$ cat src/rtl/phy_rx.sv
// rtl/phy_rx.sv - two-lane serial receive PHY: comma alignment, word packing, un-striping
//
// Ports:
//   clk_32f        bit-rate clock, all state changes on its rising edge
//   reset          synchronous active-high reset
//   data_in_lane0  lane0 serial bit, MSB-first
//   data_in_lane1  lane1 serial bit, MSB-first
//   data_out       recovered 32-bit word (byte 3 = first byte received)
//   valid_out      one-cycle strobe qualifying data_out
//   active_out     high while both lanes are aligned
//   err_overflow   sticky flag: a lane word overwrote an unsent held word
module phy_rx #(
    parameter logic [7:0] COM         = 8'hBC,
    parameter int         ALIGN_COUNT = 4
) (
    input  logic        clk_32f,
    input  logic        reset,
    input  logic        data_in_lane0,
    input  logic        data_in_lane1,
    output logic [31:0] data_out,
    output logic        valid_out,
    output logic        active_out,
    output logic        err_overflow
);

    typedef enum logic [1:0] {
        SEARCH  = 2'd0,
        LOCKING = 2'd1,
        ALIGNED = 2'd2
    } lane_state_t;

    // com_cnt value at which the next on-boundary COM completes alignment
    localparam logic [7:0] ALIGN_LAST = 8'(ALIGN_COUNT - 1);

    logic [1:0]  lane_bit;
    lane_state_t state    [2];
    logic [7:0]  shift    [2];
    logic [2:0]  bit_cnt  [2];
    logic [7:0]  com_cnt  [2];
    logic [1:0]  byte_idx [2];
    logic [23:0] partial  [2];

    logic [1:0]  word_done;
    logic [1:0]  aligned;
    logic [31:0] lane_word [2];

    logic [31:0] hold [2];
    logic [1:0]  full;
    logic        next_lane;
    logic        emit;

    assign lane_bit = {data_in_lane1, data_in_lane0};

    // bit_cnt == 7 marks the edge at which shift holds a complete byte.
    // The fourth byte is taken straight from the shift register so the
    // holding register can load on the very next edge after the last bit.
    always_comb begin
        word_done = '0;
        aligned   = '0;
        for (int i = 0; i < 2; i++) begin
            aligned[i]   = (state[i] == ALIGNED);
            word_done[i] = (state[i] == ALIGNED) && (bit_cnt[i] == 3'd7) &&
                           (byte_idx[i] == 2'd3);
            lane_word[i] = {partial[i], shift[i]};
        end
    end

    // Per-lane shift register, alignment FSM and byte packing
    always_ff @(posedge clk_32f) begin
        if (reset) begin
            for (int i = 0; i < 2; i++) begin
                state[i]    <= SEARCH;
                shift[i]    <= '0;
                bit_cnt[i]  <= '0;
                com_cnt[i]  <= '0;
                byte_idx[i] <= '0;
                partial[i]  <= '0;
            end
        end else begin
            for (int i = 0; i < 2; i++) begin
                shift[i] <= {shift[i][6:0], lane_bit[i]};
                case (state[i])
                    SEARCH: begin
                        // Bit-by-bit hunt; the bit shifted in on the matching
                        // edge is bit 0 of the next byte, hence counter = 0.
                        if (shift[i] == COM) begin
                            bit_cnt[i] <= '0;
                            com_cnt[i] <= 8'd1;
                            state[i]   <= LOCKING;
                        end
                    end
                    LOCKING: begin
                        bit_cnt[i] <= bit_cnt[i] + 3'd1;
                        if (bit_cnt[i] == 3'd7) begin
                            if (shift[i] == COM) begin
                                com_cnt[i] <= com_cnt[i] + 8'd1;
                                if (com_cnt[i] == ALIGN_LAST)
                                    state[i] <= ALIGNED;
                            end else begin
                                com_cnt[i] <= '0;
                                state[i]   <= SEARCH;
                            end
                        end
                    end
                    ALIGNED: begin
                        bit_cnt[i] <= bit_cnt[i] + 3'd1;
                        // COM in the first byte slot is idle fill; inside a
                        // word every byte value is payload.
                        if (bit_cnt[i] == 3'd7 &&
                            !(byte_idx[i] == 2'd0 && shift[i] == COM)) begin
                            partial[i]  <= {partial[i][15:0], shift[i]};
                            byte_idx[i] <= byte_idx[i] + 2'd1;
                        end
                    end
                    default: state[i] <= SEARCH;
                endcase
            end
        end
    end

    assign emit = full[next_lane];

    // Un-striping: strict lane0/lane1 alternation, one word per cycle
    always_ff @(posedge clk_32f) begin
        if (reset) begin
            data_out     <= '0;
            valid_out    <= 1'b0;
            active_out   <= 1'b0;
            err_overflow <= 1'b0;
            full         <= '0;
            next_lane    <= 1'b0;
            hold[0]      <= '0;
            hold[1]      <= '0;
        end else begin
            active_out <= aligned[0] & aligned[1];
            valid_out  <= 1'b0;
            if (emit) begin
                data_out        <= hold[next_lane];
                valid_out       <= 1'b1;
                full[next_lane] <= 1'b0;
                next_lane       <= ~next_lane;
            end
            // Loads come after the emit clear so a same-cycle refill wins.
            // A word leaving on this edge is not lost, so no overflow then.
            for (int i = 0; i < 2; i++) begin
                if (word_done[i] && active_out) begin
                    hold[i] <= lane_word[i];
                    full[i] <= 1'b1;
                    if (full[i] && !(emit && next_lane == 1'(i)))
                        err_overflow <= 1'b1;
                end
            end
        end
    end

endmodule

$ cat config.mk
export PLATFORM = sky130hd
export DESIGN_NAME = phy_rx
export DESIGN_NICKNAME = d
export VERILOG_FILES = /design/src/rtl/phy_rx.sv
export SDC_FILE = /design/constraint.sdc
export NUM_CORES = 1
export LEC_CHECK = 0
export BUFFER_PORTS_ARGS = -buffer_cell sky130_fd_sc_hd__buf_2
export CORE_MARGIN = 4
export CORE_UTILIZATION = 25
export DETAILED_ROUTE_END_ITERATION = 10
export SYNTH_ARGS = -nofsm -noshare
export SYNTH_HDL_FRONTEND = slang
export SYNTH_SLANG_ARGS = --single-unit
$ cat constraint.sdc
create_clock -name clk_32f -period 2.4 [get_ports clk_32f]
set_input_delay 0.48 -clock clk_32f [delete_from_list [all_inputs] [get_ports clk_32f]]
set_output_delay 0.48 -clock clk_32f [all_outputs]
set_load 0.1 [all_outputs]
==> results of run 1 <==
## final timing paths
path / start / end / slack, ps / cells past startpoint
max: shift[0][14]$_SDFF_PP0_ / com_cnt[1][4]$_SDFFCE_PP0P_ / 300 / 3
min: data_in_lane0 / shift[0][0]$_SDFF_PP0_ / 280 / 2
max reg2reg: shift[0][14]$_SDFF_PP0_ / com_cnt[1][4]$_SDFFCE_PP0P_ / 300 / 3
min reg2reg: shift[0][8]$_SDFF_PP0_ / shift[0][9]$_SDFF_PP0_ / 480 / 1
## cells in the final DEF, fill, tap and decap left out, types with 4 or more instances in the layout
cell type	count
sky130_fd_sc_hd__nand2b_1	6
sky130_fd_sc_hd__nor3_1	5
sky130_fd_sc_hd__dfxtp_1	54
sky130_fd_sc_hd__and3_1	7
sky130_fd_sc_hd__mux2i_1	32
sky130_fd_sc_hd__buf_2	38
sky130_fd_sc_hd__and2_1	69
sky130_fd_sc_hd__inv_1	7
sky130_fd_sc_hd__xnor2_1	6
sky130_fd_sc_hd__clkinvlp_4	6
sky130_fd_sc_hd__clkbuf_16	17
sky130_fd_sc_hd__a21oi_1	6
sky130_fd_sc_hd__nor2b_1	66
sky130_fd_sc_hd__nand2_1	9
sky130_fd_sc_hd__nor2_1	53
sky130_fd_sc_hd__a211oi_1	32
sky130_fd_sc_hd__xor2_1	7
sky130_fd_sc_hd__buf_12	7
sky130_fd_sc_hd__nand3_1	10
sky130_fd_sc_hd__ha_1	10
sky130_fd_sc_hd__buf_4	4
sky130_fd_sc_hd__edfxtp_1	141
## logic make-up (layout without fill, tap and decap cells)
family	count (synthesis)	in the layout	synth area share, %
AOI/OAI and AO/OA	56	56	5.25
xor gates and xnor gates	13	13	1.43
adders and majority gates	10	10	1.58
buffers and inverters	37	88	2.57
DFF	196	196	67.2
muxes	32	32	4.03
and+or+nand+nor	249	249	17.9
## area by class of cell
cell class              count  area, µm²
flip-flops and latches    196       5340
clock buffers              18        439
multi-input cells         360       2420
repair buffers             49        360
well taps                 396        495
clock inverters            14        144
fillers                  3069      21800
inverters                   7       26.3
## worst max-delay path: cells and delay by family, from the launching register on
kind / cells / cell delay (ps)
compound gates: 1 / 910
simple gates: 2 / 480
flops: 1 / 330
## registers in the layout (all words and copies together), names as in the netlist
register      count
hold             64
partial          48
data_out         32
com_cnt          16
shift            16
bit_cnt           6
byte_idx          4
state             4
full              2
active_out        1
err_overflow      1
next_lane         1
valid_out         1
## layer usage
metal  wire, µm  GRT usage (%)  vias up
li1           -              -     2191
met1       6620           10.8     2105
met2       7250           14.7       50
met3        411           2.00       15
met4        204           2.97        0
met5          0              0        -
## metrics by stage
step / power, mW / std cells
after floorplan: 3.93 / 593
after global placement: 4.01 / 1008
after detailed placement: 4.01 / 1008
after CTS: 6.80 / 1040
after global routing: 6.98 / 1040
final: 6.73 / 1040
## power by group
| part | switching (mW) | internal, mW |
|---|---|---|
| Combinational | 0.115 | 0.0587 |
| Sequential | 0.0448 | 3.71 |
| Clock | 1.31 | 1.49 |
==> reports/metrics.json, run 1 <==
{
  "clocking": {
    "post-cts-setup-buffers": 0,
    "clock_tree.root_cell": "sky130_fd_sc_hd__clkbuf_16",
    "clk_pin_slew_worst_paths_ps": 70,
    "htree_levels": 4,
    "cts_num_sinks": 196,
    "buffer_levels_on_the_longest_clock_path": 2,
    "cts_tree": "built",
    "cts.hold.buffers_added": 0,
    "cts_resized": 0,
    "worst_skew_pair.late_latency_ps": 430,
    "tritoncts.num_buffers": 17
  },
  "timing": {
    "final_hold_slack_ps": 277,
    "timing.final.crit_share_pct": 87.6,
    "fin_worst_skew_ps": 12.3,
    "timing.final.max_slew_violations": 0,
    "post-route-worst-setup-slack_ps": 297,
    "max_clock_freq_mhz": 476,
    "tns_ps": 0,
    "rsz0062_at_grt": "no",
    "fin_hold_viols": 0,
    "finalWorstPathRequiredPeriod_ps": 2100,
    "max-slew-margin-rel_pct": 22.7,
    "worstMarginPinSlew_ps": 1150,
    "timing.final.setup_violations": 0
  },
  "critical_path": {
    "cp-start-kind": "flip-flop",
    "crit_path_max_incr_delay_ps": 910,
    "critical_path_required_ps": 2450,
    "worst-endpoint-arrival_ps": 2150,
    "critical_path.cell_chain": "and4b_1 -> nand3b_1 -> o21ai_0",
    "timing_worst_setup_path_type": "flip-flop to flip-flop",
    "critical_path.slowest_cell": "sky130_fd_sc_hd__o21ai_0",
    "crit_fanout": 8,
    "critPathCaptureType": "flip-flop"
  },
  "layout": {
    "design_area_um2": 9220,
    "final_net_count": 645,
    "drive_above_1_share_pct": 14.4,
    "fin_util_pct": 29.8,
    "area_growth_pct": 16.1,
    "antennaDiodeCount": 0
  },
  "placed_design": {
    "place.port_buffers": 38,
    "detailed_place_hpwl_um": 9130,
    "pre_cts_ws_ps": 227,
    "post_dp_cell_area_um2": 8640,
    "gp_routability_congestion": 0.687
  },
  "hold_path": {
    "holdCritPathClass": "primary input to flip-flop"
  },
  "synth": {
    "asyncSetResetFlopFracSynth_pct": 0,
    "synth_nets": 607,
    "ys_types": 48,
    "ys_top_cells_by_area": "sky130_fd_sc_hd__edfxtp_1 53%, sky130_fd_sc_hd__dfxtp_1 14%, sky130_fd_sc_hd__and2_1 5.4%",
    "synthDominantAreaCellType": "sky130_fd_sc_hd__edfxtp_1",
    "postSynthAreaPerCell_um2": 13.4,
    "syn-instance-count": 593,
    "synth_commonest_cells": "141 x sky130_fd_sc_hd__edfxtp_1, 69 x sky130_fd_sc_hd__and2_1, 66 x sky130_fd_sc_hd__nor2b_1",
    "yosys_reg_bits": 196,
    "synth-edff-count": 141,
    "warnings_synthesis": 0,
    "synth_largest_type_area_fraction_pct": 53.3,
    "ys.flop_type": "sky130_fd_sc_hd__edfxtp_1",
    "synthesis.area_um2": 7940,
    "most_repeated_cell_in_the_gate_level_netlist_after_synthesis": "sky130_fd_sc_hd__edfxtp_1",
    "synth-seq-area-share_pct": 67.2
  },
  "floorplan": {
    "ios": 39,
    "die_width_um": 186,
    "floorplan.core_area_um2": 31000,
    "initial_core_util_pct": 25.6,
    "die_y_um": 186,
    "die_area_um2": 34700,
    "core.rowCount": 64
  },
  "routing": {
    "wl_per_cell_um": 13.9,
    "route.antenna.remaining_nets": 0,
    "vias_per_cell": 4.19,
    "drcViolationCount": 0,
    "drt_pre_antenna_iters": 4,
    "detailed_route_via_count": 4361,
    "first_iter_violations": 232,
    "finalWirelength_um": 14500
  },
  "global_routing": {
    "global_route_wire_length_before_repair_um": 23100,
    "grt.total_usage_pct": 8.63,
    "first_global_vias": 4270,
    "grt_antenna_before_repair": 0,
    "grt_overflow_total": 0,
    "pin_count_of_the_biggest_net_entering_global_routing": 65
  },
  "run": {
    "drv_cap": 0
  },
  "status": {
    "outcome": "completed"
  },
  "power_and_ir_drop": {
    "pwr_density_cell_nw_per_um2": 730,
    "total_leakage_power_nw": 3.19,
    "max-vdd-ir-drop_mv": 0.539
  }
}
Note: power is estimated with default switching activity, not from simulation.
==> inputs of run 2 (changes only) <==
- REMOVE_ABC_BUFFERS: not set -> 1
==> run 2 against run 1 <==
Cell area is 0.41% higher; sequential power is essentially flat; worst setup slack hardly changed; routed wire length is 4.1% lower; count of clock-buffer cells in the layout stayed put; critical endpoint is now com_cnt[1][5]$_SDFFCE_PP0P_; highest routed layer is now met5.
==> reports/metrics.json, run 2 (synthesis gave the netlist of run 1 again) <==
{
  "status": {
    "outcome": "completed"
  },
  "routing": {
    "drt_pre_antenna_iters": {"value": 4, "change": "unchanged"},
    "wl_per_cell": {"value": 13.3, "unit": "µm", "change": "-4.2%"},
    "detailed_route_via_count": {"value": 4358, "change": "-0.069%"},
    "route.antenna.remaining_nets": {"value": 0, "change": "unchanged"},
    "first_iter_violations": {"value": 253, "change": "+9.1%"},
    "drcViolationCount": {"value": 0, "change": "unchanged"},
    "vias_per_cell": {"value": 4.19, "change": "-0.16%"},
    "finalWirelength": {"value": 13900, "unit": "µm", "change": "-4.1%"}
  },
  "timing": {
    "rsz0062_at_grt": "no",
    "fin_hold_viols": {"value": 0, "change": "unchanged"},
    "max_clock_freq": {"value": 475, "unit": "MHz", "change": "about the same"},
    "timing.final.setup_violations": {"value": 0, "change": "unchanged"},
    "final_hold_slack": {"value": 269, "unit": "ps", "change": "-7.72 ps"},
    "finalWorstPathRequiredPeriod": {"value": 2100, "unit": "ps", "change": "+0.494 ps"},
    "max-slew-margin-rel": {"value": 25.2, "unit": "%", "change": "+2.5 points"},
    "worstMarginPinSlew": {"value": 1110, "unit": "ps", "change": "-37.4 ps"},
    "tns": {"value": 0, "unit": "ps", "change": "unchanged"},
    "timing.final.crit_share": {"value": 87.6, "unit": "%", "change": "about the same"},
    "timing.final.max_slew_violations": {"value": 0, "change": "unchanged"},
    "fin_worst_skew": {"value": 12.6, "unit": "ps", "change": "+0.281 ps"}
  },
  "critical_path": {
    "worst-endpoint-arrival": {"value": 2150, "unit": "ps", "change": "about the same"},
    "critical_path.cell_chain": "and4b_1 -> nand3b_1 -> o21ai_0",
    "critical_path_required": {"value": 2450, "unit": "ps", "change": "about the same"},
    "critPathBufInv": {"value": 0, "change": "unchanged"},
    "crit_fanout": {"value": 8, "change": "unchanged"},
    "cpLargestDelayFamily": "compound AO/OA/AOI/OAI gates",
    "cp-start-kind": "flip-flop",
    "timing_worst_setup_path_type": "flip-flop to flip-flop",
    "critical_path.slowest_cell": "sky130_fd_sc_hd__o21ai_0",
    "crit_path_max_incr_delay": {"value": 890, "unit": "ps", "change": "-20 ps"},
    "critPathCaptureType": "flip-flop"
  },
  "placed_design": {
    "detailed_place_hpwl": {"value": 8380, "unit": "µm", "change": "-8.3%"},
    "place.port_buffers": {"value": 38, "change": "unchanged"},
    "post_dp_cell_area": {"value": 8610, "unit": "µm²", "change": "-0.26%"},
    "gp_routability_congestion": {"value": 0.739, "change": "+7.6%"}
  },
  "layout": {
    "drive_above_1_share": {"value": 14.1, "unit": "%", "change": "-0.33 points"},
    "largest-register": "hold",
    "fill_cells": {"value": 3118, "change": "+1.6%"},
    "final_net_count": {"value": 646, "change": "+0.16%"},
    "fin_util": {"value": 29.9, "unit": "%", "change": "+0.12 points"},
    "antennaDiodeCount": {"value": 0, "change": "unchanged"},
    "flip_flop_count_of_the_largest_register_after_layout": {"value": 64, "change": "unchanged"},
    "layout_commonest_cell": "sky130_fd_sc_hd__edfxtp_1",
    "largestRegisters": "hold x64, partial x48, data_out x32",
    "layout.cells.most_common_list": "141 x sky130_fd_sc_hd__edfxtp_1, 69 x sky130_fd_sc_hd__and2_1, 66 x sky130_fd_sc_hd__nor2b_1",
    "design_area": {"value": 9260, "unit": "µm²", "change": "+0.41%"},
    "area_growth_pct": 16.6,
    "layout.area.seq": {"value": 5340, "unit": "µm²", "change": "unchanged"},
    "multi_input_comb_area": {"value": 2410, "unit": "µm²", "change": "-0.21%"}
  },
  "power_and_ir_drop": {
    "max-vdd-ir-drop": {"value": 0.455, "unit": "mV", "change": "-16%"},
    "pwr_density_cell": {"value": 754, "unit": "nW/µm²", "change": "+3.2%"},
    "finalPower": {"value": 6.98, "unit": "mW", "change": "+3.7%"},
    "total_leakage_power": {"value": 3.23, "unit": "nW", "change": "+1.5%"}
  },
  "floorplan": {
    "core.rowCount": {"value": 64, "change": "unchanged"},
    "floorplan.core_area": {"value": 31000, "unit": "µm²", "change": "unchanged"},
    "initial_core_util": {"value": 25.6, "unit": "%", "change": "unchanged"},
    "die_y": {"value": 186, "unit": "µm", "change": "unchanged"},
    "die_width": {"value": 186, "unit": "µm", "change": "unchanged"},
    "ios": {"value": 39, "change": "unchanged"},
    "die_area": {"value": 34700, "unit": "µm²", "change": "unchanged"}
  },
  "global_routing": {
    "pin_count_of_the_biggest_net_entering_global_routing": {"value": 65, "change": "unchanged"},
    "global_route_wire_length_before_repair": {"value": 22900, "unit": "µm", "change": "-0.96%"},
    "grt_overflow_total": {"value": 0, "change": "unchanged"},
    "grt.total_usage": {"value": 8.51, "unit": "%", "change": "-0.12 points"},
    "first_global_vias": {"value": 4298, "change": "+0.66%"},
    "grt_antenna_before_repair": {"value": 1, "change": "+1"}
  },
  "clocking": {
    "tritoncts.num_buffers": {"value": 17, "change": "unchanged"},
    "cts_num_sinks": {"value": 196, "change": "unchanged"},
    "worst_skew_pair.late_latency": {"value": 430, "unit": "ps", "change": "about the same"},
    "htree_levels": {"value": 4, "change": "unchanged"},
    "clk_pin_slew_worst_paths": {"value": 70, "unit": "ps", "change": "about the same"},
    "clock_tree.root_cell": "sky130_fd_sc_hd__clkbuf_16",
    "post-cts-setup-buffers": {"value": 0, "change": "unchanged"},
    "cts_resized": {"value": 0, "change": "unchanged"},
    "cts.hold.buffers_added": {"value": 0, "change": "unchanged"},
    "buffer_levels_on_the_longest_clock_path": {"value": 2, "change": "unchanged"},
    "cts_tree": "built"
  },
  "hold_path": {
    "holdCritPathClass": "primary input to flip-flop"
  },
  "run": {
    "drv_cap": {"value": 0, "change": "unchanged"}
  }
}
-- run 2: changes by cell type in the layout (fill, tap and decap cells not counted) --
cell and delta:
sky130_fd_sc_hd__clkbuf_1 +1, sky130_fd_sc_hd__clkinvlp_4 -6, sky130_fd_sc_hd__clkinv_8 +3, sky130_fd_sc_hd__nand2_2 -2, sky130_fd_sc_hd__buf_4 +3, sky130_fd_sc_hd__clkbuf_8 -1
sky130_fd_sc_hd__buf_12 -2, sky130_fd_sc_hd__inv_4 +1, sky130_fd_sc_hd__nand2_1 +2, sky130_fd_sc_hd__bufinv_16 +2
-- run 2: through the flow --
step | instances | worst slack [ps]
finish | 1041 | 297
detailed placement | 1009 | 236
floorplan | 563 | -558
global route | 1041 | 131
global placement | 1009 | 315
CTS | 1041 | 258
-- run 2: final timing paths --
kind              cells past startpoint                          end  slack (ps)                    start
setup reg to reg                      3  com_cnt[1][5]$_SDFFCE_PP0P_         300  shift[0][14]$_SDFF_PP0_
hold reg to reg                       1      err_overflow$_SDFF_PP0_         470  err_overflow$_SDFF_PP0_
hold / removal                        2       shift[0][0]$_SDFF_PP0_         270            data_in_lane0
setup / recovery                      3  com_cnt[1][5]$_SDFFCE_PP0P_         300  shift[0][14]$_SDFF_PP0_
-- run 2: routing by layer --
layer / vias to the layer above / global-route usage, % / wire length [µm]
li1: 2182 / - / -
met1: 2109 / 10.9 / 6580
met2: 48 / 13.5 / 6480
met3: 17 / 3.01 / 634
met4: 2 / 2.80 / 190
met5: - / 0 / 7
-- run 2: where the power goes --
| group | total, mW | internal [mW] | switching (mW) | leakage [nW] |
|---|---|---|---|---|
| logic | 0.172 | 0.0589 | 0.113 | 1.02 |
| clock network | 3.05 | 1.70 | 1.35 | 0.314 |
| registers | 3.75 | 3.71 | 0.0419 | 1.90 |
| total | 6.98 | 5.47 | 1.51 | 3.23 |
-- run 2: area by class of cell --
type / instances / area share, %
Sequential cell: 196 / 57.6
Clock inverter: 14 / 2.31
Clock buffer: 18 / 4.64
Multi-Input combinational cell: 360 / 26.1
Tap cell: 396 / 5.35
Timing Repair Buffer: 50 / 3.70
Inverter: 7 / 0.284
